### config.mk
export PLATFORM = sky130hd
export DESIGN_NAME = mmio_hub
export DESIGN_NICKNAME = d
export VERILOG_FILES = /design/src/rtl/mmio_hub.sv
export SDC_FILE = /design/constraint.sdc
export NUM_CORES = 1
export LEC_CHECK = 0
export CORE_MARGIN = 1
export CORE_UTILIZATION = 50
export DETAILED_ROUTE_END_ITERATION = 6
export PLACE_DENSITY = 0.73
export SYNTH_ARGS = -nofsm -noshare
export SYNTH_HDL_FRONTEND = slang
export SYNTH_SLANG_ARGS = --single-unit
### constraint.sdc
create_clock -name clk -period 7 [get_ports clk]
set_clock_uncertainty 0.2 [all_clocks]
set_input_delay 1.05 -clock clk [delete_from_list [all_inputs] [get_ports clk]]
set_output_delay 1.05 -clock clk [all_outputs]
set_load 0.02 [all_outputs]
### src/rtl/mmio_hub.sv
// Memory-mapped I/O hub: LED/SEG registers, debounced switches, PS/2 scancode FIFO,
// free-running timer and a level interrupt behind one 8-word register window.
module mmio_hub #(
    parameter int unsigned NUM_SWT   = 8,
    parameter int unsigned NUM_LED   = 8,
    parameter int unsigned KB_DEPTH  = 8,
    parameter int unsigned DB_CYCLES = 1024
) (
    input  logic               clk,
    input  logic               rst,
    input  logic               req_valid,
    input  logic               req_we,
    input  logic [2:0]         req_addr,
    input  logic [31:0]        req_wdata,
    output logic               rsp_valid,
    output logic [31:0]        rsp_rdata,
    input  logic               kb_valid,
    input  logic [7:0]         kb_data,
    input  logic [NUM_SWT-1:0] swt_in,
    output logic [NUM_LED-1:0] led_out,
    output logic [31:0]        seg_num,
    output logic               irq
);

    localparam int unsigned AW  = $clog2(KB_DEPTH);
    localparam int unsigned CW  = AW + 1;
    localparam int unsigned DBW = $clog2(DB_CYCLES);

    localparam logic [2:0] A_KB_DATA = 3'd0;
    localparam logic [2:0] A_KB_STAT = 3'd1;
    localparam logic [2:0] A_SWT     = 3'd2;
    localparam logic [2:0] A_LED     = 3'd3;
    localparam logic [2:0] A_SEG     = 3'd4;
    localparam logic [2:0] A_TIMER   = 3'd5;
    localparam logic [2:0] A_IRQ_EN  = 3'd6;

    logic [7:0]         kb_mem [KB_DEPTH];
    logic [AW-1:0]      kb_wr_ptr;
    logic [AW-1:0]      kb_rd_ptr;
    logic [CW-1:0]      kb_count;
    logic               kb_ovf;

    logic [NUM_SWT-1:0] swt_meta;
    logic [NUM_SWT-1:0] swt_sync;
    logic [NUM_SWT-1:0] swt_prev;
    logic [NUM_SWT-1:0] swt_db;
    logic [DBW-1:0]     db_cnt;

    logic [NUM_LED-1:0] led_q;
    logic [31:0]        seg_q;
    logic [31:0]        timer;
    logic [1:0]         irq_en;

    logic               rd_req_c;
    logic               wr_req_c;
    logic               kb_empty_c;
    logic               kb_full_c;
    logic               kb_pop_c;
    logic               kb_push_c;
    logic               kb_ovf_set_c;
    logic               kb_ovf_clr_c;
    logic               db_tick_c;
    logic [NUM_SWT-1:0] db_match_c;
    logic [31:0]        rd_data_c;

    assign rd_req_c     = req_valid & ~req_we;
    assign wr_req_c     = req_valid & req_we;
    assign kb_empty_c   = (kb_count == '0);
    assign kb_full_c    = (kb_count == CW'(KB_DEPTH));
    assign kb_pop_c     = rd_req_c & (req_addr == A_KB_DATA) & ~kb_empty_c;
    // A full FIFO still accepts a push when the same cycle frees a slot.
    assign kb_push_c    = kb_valid & (~kb_full_c | kb_pop_c);
    assign kb_ovf_set_c = kb_valid & kb_full_c & ~kb_pop_c;
    assign kb_ovf_clr_c = wr_req_c & (req_addr == A_KB_STAT) & req_wdata[2];
    assign db_tick_c    = (db_cnt == DBW'(DB_CYCLES - 1));
    assign db_match_c   = ~(swt_sync ^ swt_prev);

    // Read mux sees pre-edge state, so same-cycle writes/pushes are not reflected.
    always_comb begin
        rd_data_c = '0;
        case (req_addr)
            A_KB_DATA: if (!kb_empty_c) rd_data_c = {23'b0, 1'b1, kb_mem[kb_rd_ptr]};
            A_KB_STAT: rd_data_c = {16'b0, 8'(kb_count), 5'b0, kb_ovf, kb_full_c, ~kb_empty_c};
            A_SWT:     rd_data_c = 32'(swt_db);
            A_LED:     rd_data_c = 32'(led_q);
            A_SEG:     rd_data_c = seg_q;
            A_TIMER:   rd_data_c = timer;
            A_IRQ_EN:  rd_data_c = {30'b0, irq_en};
            default:   rd_data_c = '0;
        endcase
    end

    always_ff @(posedge clk) begin
        if (kb_push_c) kb_mem[kb_wr_ptr] <= kb_data;
    end

    // FIFO pointers, occupancy and sticky overflow (set beats clear).
    always_ff @(posedge clk) begin
        if (rst) begin
            kb_wr_ptr <= '0;
            kb_rd_ptr <= '0;
            kb_count  <= '0;
            kb_ovf    <= 1'b0;
        end else begin
            if (kb_push_c) kb_wr_ptr <= kb_wr_ptr + AW'(1);
            if (kb_pop_c)  kb_rd_ptr <= kb_rd_ptr + AW'(1);
            case ({kb_push_c, kb_pop_c})
                2'b10:   kb_count <= kb_count + CW'(1);
                2'b01:   kb_count <= kb_count - CW'(1);
                default: kb_count <= kb_count;
            endcase
            if (kb_ovf_set_c)      kb_ovf <= 1'b1;
            else if (kb_ovf_clr_c) kb_ovf <= 1'b0;
        end
    end

    // Switch synchroniser plus tick-sampled debounce: accept a bit on two agreeing ticks.
    always_ff @(posedge clk) begin
        if (rst) begin
            swt_meta <= '0;
            swt_sync <= '0;
            swt_prev <= '0;
            swt_db   <= '0;
            db_cnt   <= '0;
        end else begin
            swt_meta <= swt_in;
            swt_sync <= swt_meta;
            db_cnt   <= db_tick_c ? '0 : db_cnt + DBW'(1);
            if (db_tick_c) begin
                swt_prev <= swt_sync;
                swt_db   <= (swt_db & ~db_match_c) | (swt_sync & db_match_c);
            end
        end
    end

    // Writable registers, timer, response and interrupt.
    always_ff @(posedge clk) begin
        if (rst) begin
            led_q     <= '0;
            seg_q     <= '0;
            timer     <= '0;
            irq_en    <= '0;
            irq       <= 1'b0;
            rsp_valid <= 1'b0;
            rsp_rdata <= '0;
        end else begin
            if (wr_req_c && req_addr == A_LED)    led_q  <= req_wdata[NUM_LED-1:0];
            if (wr_req_c && req_addr == A_SEG)    seg_q  <= req_wdata;
            if (wr_req_c && req_addr == A_IRQ_EN) irq_en <= req_wdata[1:0];
            if (wr_req_c && req_addr == A_TIMER)  timer  <= req_wdata;
            else                                  timer  <= timer + 32'd1;
            irq       <= (irq_en[0] & ~kb_empty_c) | (irq_en[1] & kb_ovf);
            rsp_valid <= req_valid;
            rsp_rdata <= rd_req_c ? rd_data_c : '0;
        end
    end

    assign led_out = led_q;
    assign seg_num = seg_q;

endmodule
==> reports/metrics.cfg <==
[synth]
synth_compound_area_share_pct = 10.8
synth_cells = 907
synth.distinct_cells = 70
yosysTopAreaCellShare_pct = 34.5
yosysWarnings = 0
synth.most_common_cell = dfxtp_1
synth_fa_ha_area_share_pct = 0.920
synth_top_cell_by_area = dfxtp_1
synth-async-reset-ratio_pct = 0
synth_top_family_by_area = simple AND/OR/NAND/NOR gates
yosys.area_share.simple_pct = 18.4
synth.cell_area_um2 = 9520
synth_nets = 970
yosys-top-cells-area = dfxtp_1 35%, edfxtp_1 20%, mux2i_1 4.4%
ys_ff_latch = 228
netlist_top_cells_count = 164 x dfxtp_1, 107 x nand2_1, 81 x nor2_1
avgSynthCellArea_um2 = 10.5
synth-edff-count = 64
ys_seq_area_share_pct = 54.7
synth_flop_cell = dfxtp_1
synth.area.mux_share_pct = 9.51
synth_xor_area_share_pct = 2.30

[clocking]
cts_max_level = 1
cts.sinks = 228
cts_buffers = 24
clk_latency_ns = 0.52
tritoncts = done
cts.path.max_buffers = 3
post_cts_buffers = 0
clock-root-buffer = clkbuf_16
cts_resized = 0
ctsHoldBuffers = 0
clk_pin_slew_ns = 0.06

[sta]
slew_violations = 0
tns_ns = 0
timing.hold.ws_ns = 0.245
timing_hold_violations_final = 0
tightest_slew_ns = 1.20
period_needed_ns = 3.91
setup_viol = 0
fin_crit_sh_pct = 55.8
relSlewSlack_pct = 19.2
maxClockFrequency_mhz = 256
rsz0062_at_grt = false

[power_and_ir_drop]
power_switching_w = 0.000626
p_leak_nw = 3.96
p_int_w = 0.00222
vdd_ir_drop_max_mv = 0.211
power_density_nw_per_um2 = 243
p_comb_share_pct = 5.7
seq_power_share_pct = 49.4
clkPwrFrac_pct = 44.9
switching_share_pct = 22.0

[setup_path]
worstReg2RegStart = kb_count[0]
crit_path_end = kb_mem[4][4]
start_kind = primary input
rrSetupSlack_ns = 3.91
worstSetupPathType = primary input to register
timing.critical_path.fanout_max = 18
cp_data_required_time_ns = 6.93
end_kind = register
r2r-end = kb_count[2]
worstSetupStartpoint = req_addr[1]
ff2ff_path_depth = 9
crit_arrival_ns = 3.83

[finish]
ff_latch_area_um2 = 5200
syn_to_final_growth_pct = 23.1
fin_nets = 1073
final_layout_size_suffix_gt1_share_pct = 9.05
num-fill-cells = 1553
diodes = 0
multi_input_area_um2 = 4000

[detailed_routing]
via_count = 7131
drtPass1Iterations = 5
ant_nets = 0
drc = 0
drt-total-wl_mm = 22.7
routedWlPerCell_um = 18.0
post_drt_via_cell_ratio = 5.65
drt_iter0_markers = 418

[die]
die_w_um = 140
fp-row-count = 50
die-area_um2 = 19600
core_um2 = 18700
die_h_um = 140
start_util_pct = 50.9
ios = 130

[min_path]
min_path_type = register to register

[global_routing]
antenna_found_initial = 0
grt_overflow = 0
grt_max_degree = 93
grt_pass1_wl_mm = 36.1
grt_pass1_vias = 6792
gr-usage-all-layers_pct = 23.2

[placed_design]
hpwl_mm = 15.3
place_congestion = 0.841
port_buffers = 129

[run]
cap_viol_max_count = 0

[run_status]
run_status = finished, final reports clean

[metrics by stage]
step | std cells | worst slack, ns | utilization [%] | power, W | cell area (µm²)
floorplan | 907 | 3.74 | - | 0.00152 | 9520
global placement | 1218 | 2.73 | 58.3 | 0.00159 | 10900
detailed placement | 1218 | 2.59 | 58.3 | 0.00160 | 10900
CTS | 1262 | 3.10 | 62.6 | 0.00287 | 11700
global route | 1262 | 2.87 | 62.6 | 0.00294 | 11700
finish | 1262 | 3.09 | 62.6 | 0.00285 | 11700
[cell type report]
class / instances / area share (%)
sequential: 228 / 44.4
clock inverter: 15 / 1.41
inverter: 17 / 0.545
tap: 234 / 2.50
clock buffer: 29 / 5.46
multi-input combinational: 602 / 34.2
timing repair buffer: 137 / 11.5
[worst max-delay path, cell delays in order]
cell,delay [ns]
clkdlybuf4s50_1,0.76
nor3_2,0.51
a32oi_4,0.23
or2_2,0.35
nor3_1,0.92
[cell families after synthesis]
kind of cell / after synthesis
compound gates: 152
xor+xnor: 25
fa+ha+maj: 7
buf+inv: 77
flops: 228
mux: 69
simple gates: 349
[flip-flops by register name, indices dropped and copies added (netlist names), 8 cells and up, named ones only]
name       cells
swt_prev       8
timer         32
rsp_rdata     32
seg_num       32
swt_meta       8
swt_sync       8
led_out        8
kb_mem        64
db_cnt        10
[layer usage]
metal / vias to the layer above / share of wire [%] / track usage, %
met2: 179 / 49 / 39.7
li1: 3513 / - / -
met5: - / 0 / 0
met1: 3400 / 44 / 30.3
met4: 0 / 2.5 / 7.46
met3: 39 / 4.3 / 3.25
[worst min-delay path by stage]
| stage | from | endpoint | slack (ns) | cells after the start |
|---|---|---|---|---|
| finish | swt_meta[7] | swt_sync[7] | 0.25 | 1 |
| global route | swt_meta[7] | swt_sync[7] | 0.26 | 1 |
| CTS | swt_meta[7] | swt_sync[7] | 0.25 | 1 |
| detailed placement | swt_meta[7] | swt_sync[7] | 0.23 | 1 |
| global placement | swt_meta[6] | swt_sync[6] | 0.22 | 1 |
| floorplan | swt_meta[0] | swt_sync[0] | 0.21 | 1 |
[power by group through the flow]
stage          Sequential (W)  Clock (W)  Combinational [W]
2_1_floorplan         0.00143          0          0.0000883
4_1_cts               0.00141    0.00130           0.000163
5_1_grt               0.00141    0.00136           0.000176
6_report              0.00141    0.00128           0.000162
3_3_place_gp          0.00143          0           0.000159
3_5_place_dp          0.00144          0           0.000161
[cells in the final DEF (no fill, tap or decap), drive strengths merged, types with 6 or more instances in the layout]
| cell type | synthesis | final |
|---|---|---|
| clkdlybuf4s50 | 0 | 127 |
| mux2i | 42 | 42 |
| dfxtp | 164 | 164 |
| a22oi | 7 | 7 |
| a311oi | 6 | 6 |
| and3 | 9 | 9 |
| mux2 | 11 | 11 |
| and2 | 6 | 6 |
| nand4 | 22 | 22 |
| buf | 27 | 10 |
| and4 | 6 | 6 |
| o21ai | 22 | 22 |
| nand3 | 38 | 38 |
| nand2 | 108 | 108 |
| inv | 17 | 18 |
| clkinv | 0 | 9 |
| nor2 | 81 | 81 |
| xor2 | 21 | 21 |
| nor2b | 23 | 23 |
| a21oi | 56 | 56 |
| a2111o | 6 | 6 |
| nor3 | 18 | 18 |
| a211oi | 18 | 18 |
| mux4 | 16 | 16 |
| nor4 | 9 | 9 |
| ha | 7 | 7 |
| edfxtp | 64 | 64 |
| a221oi | 10 | 10 |
| clkbuf | 33 | 29 |
Power figures use the tool's default switching activity.
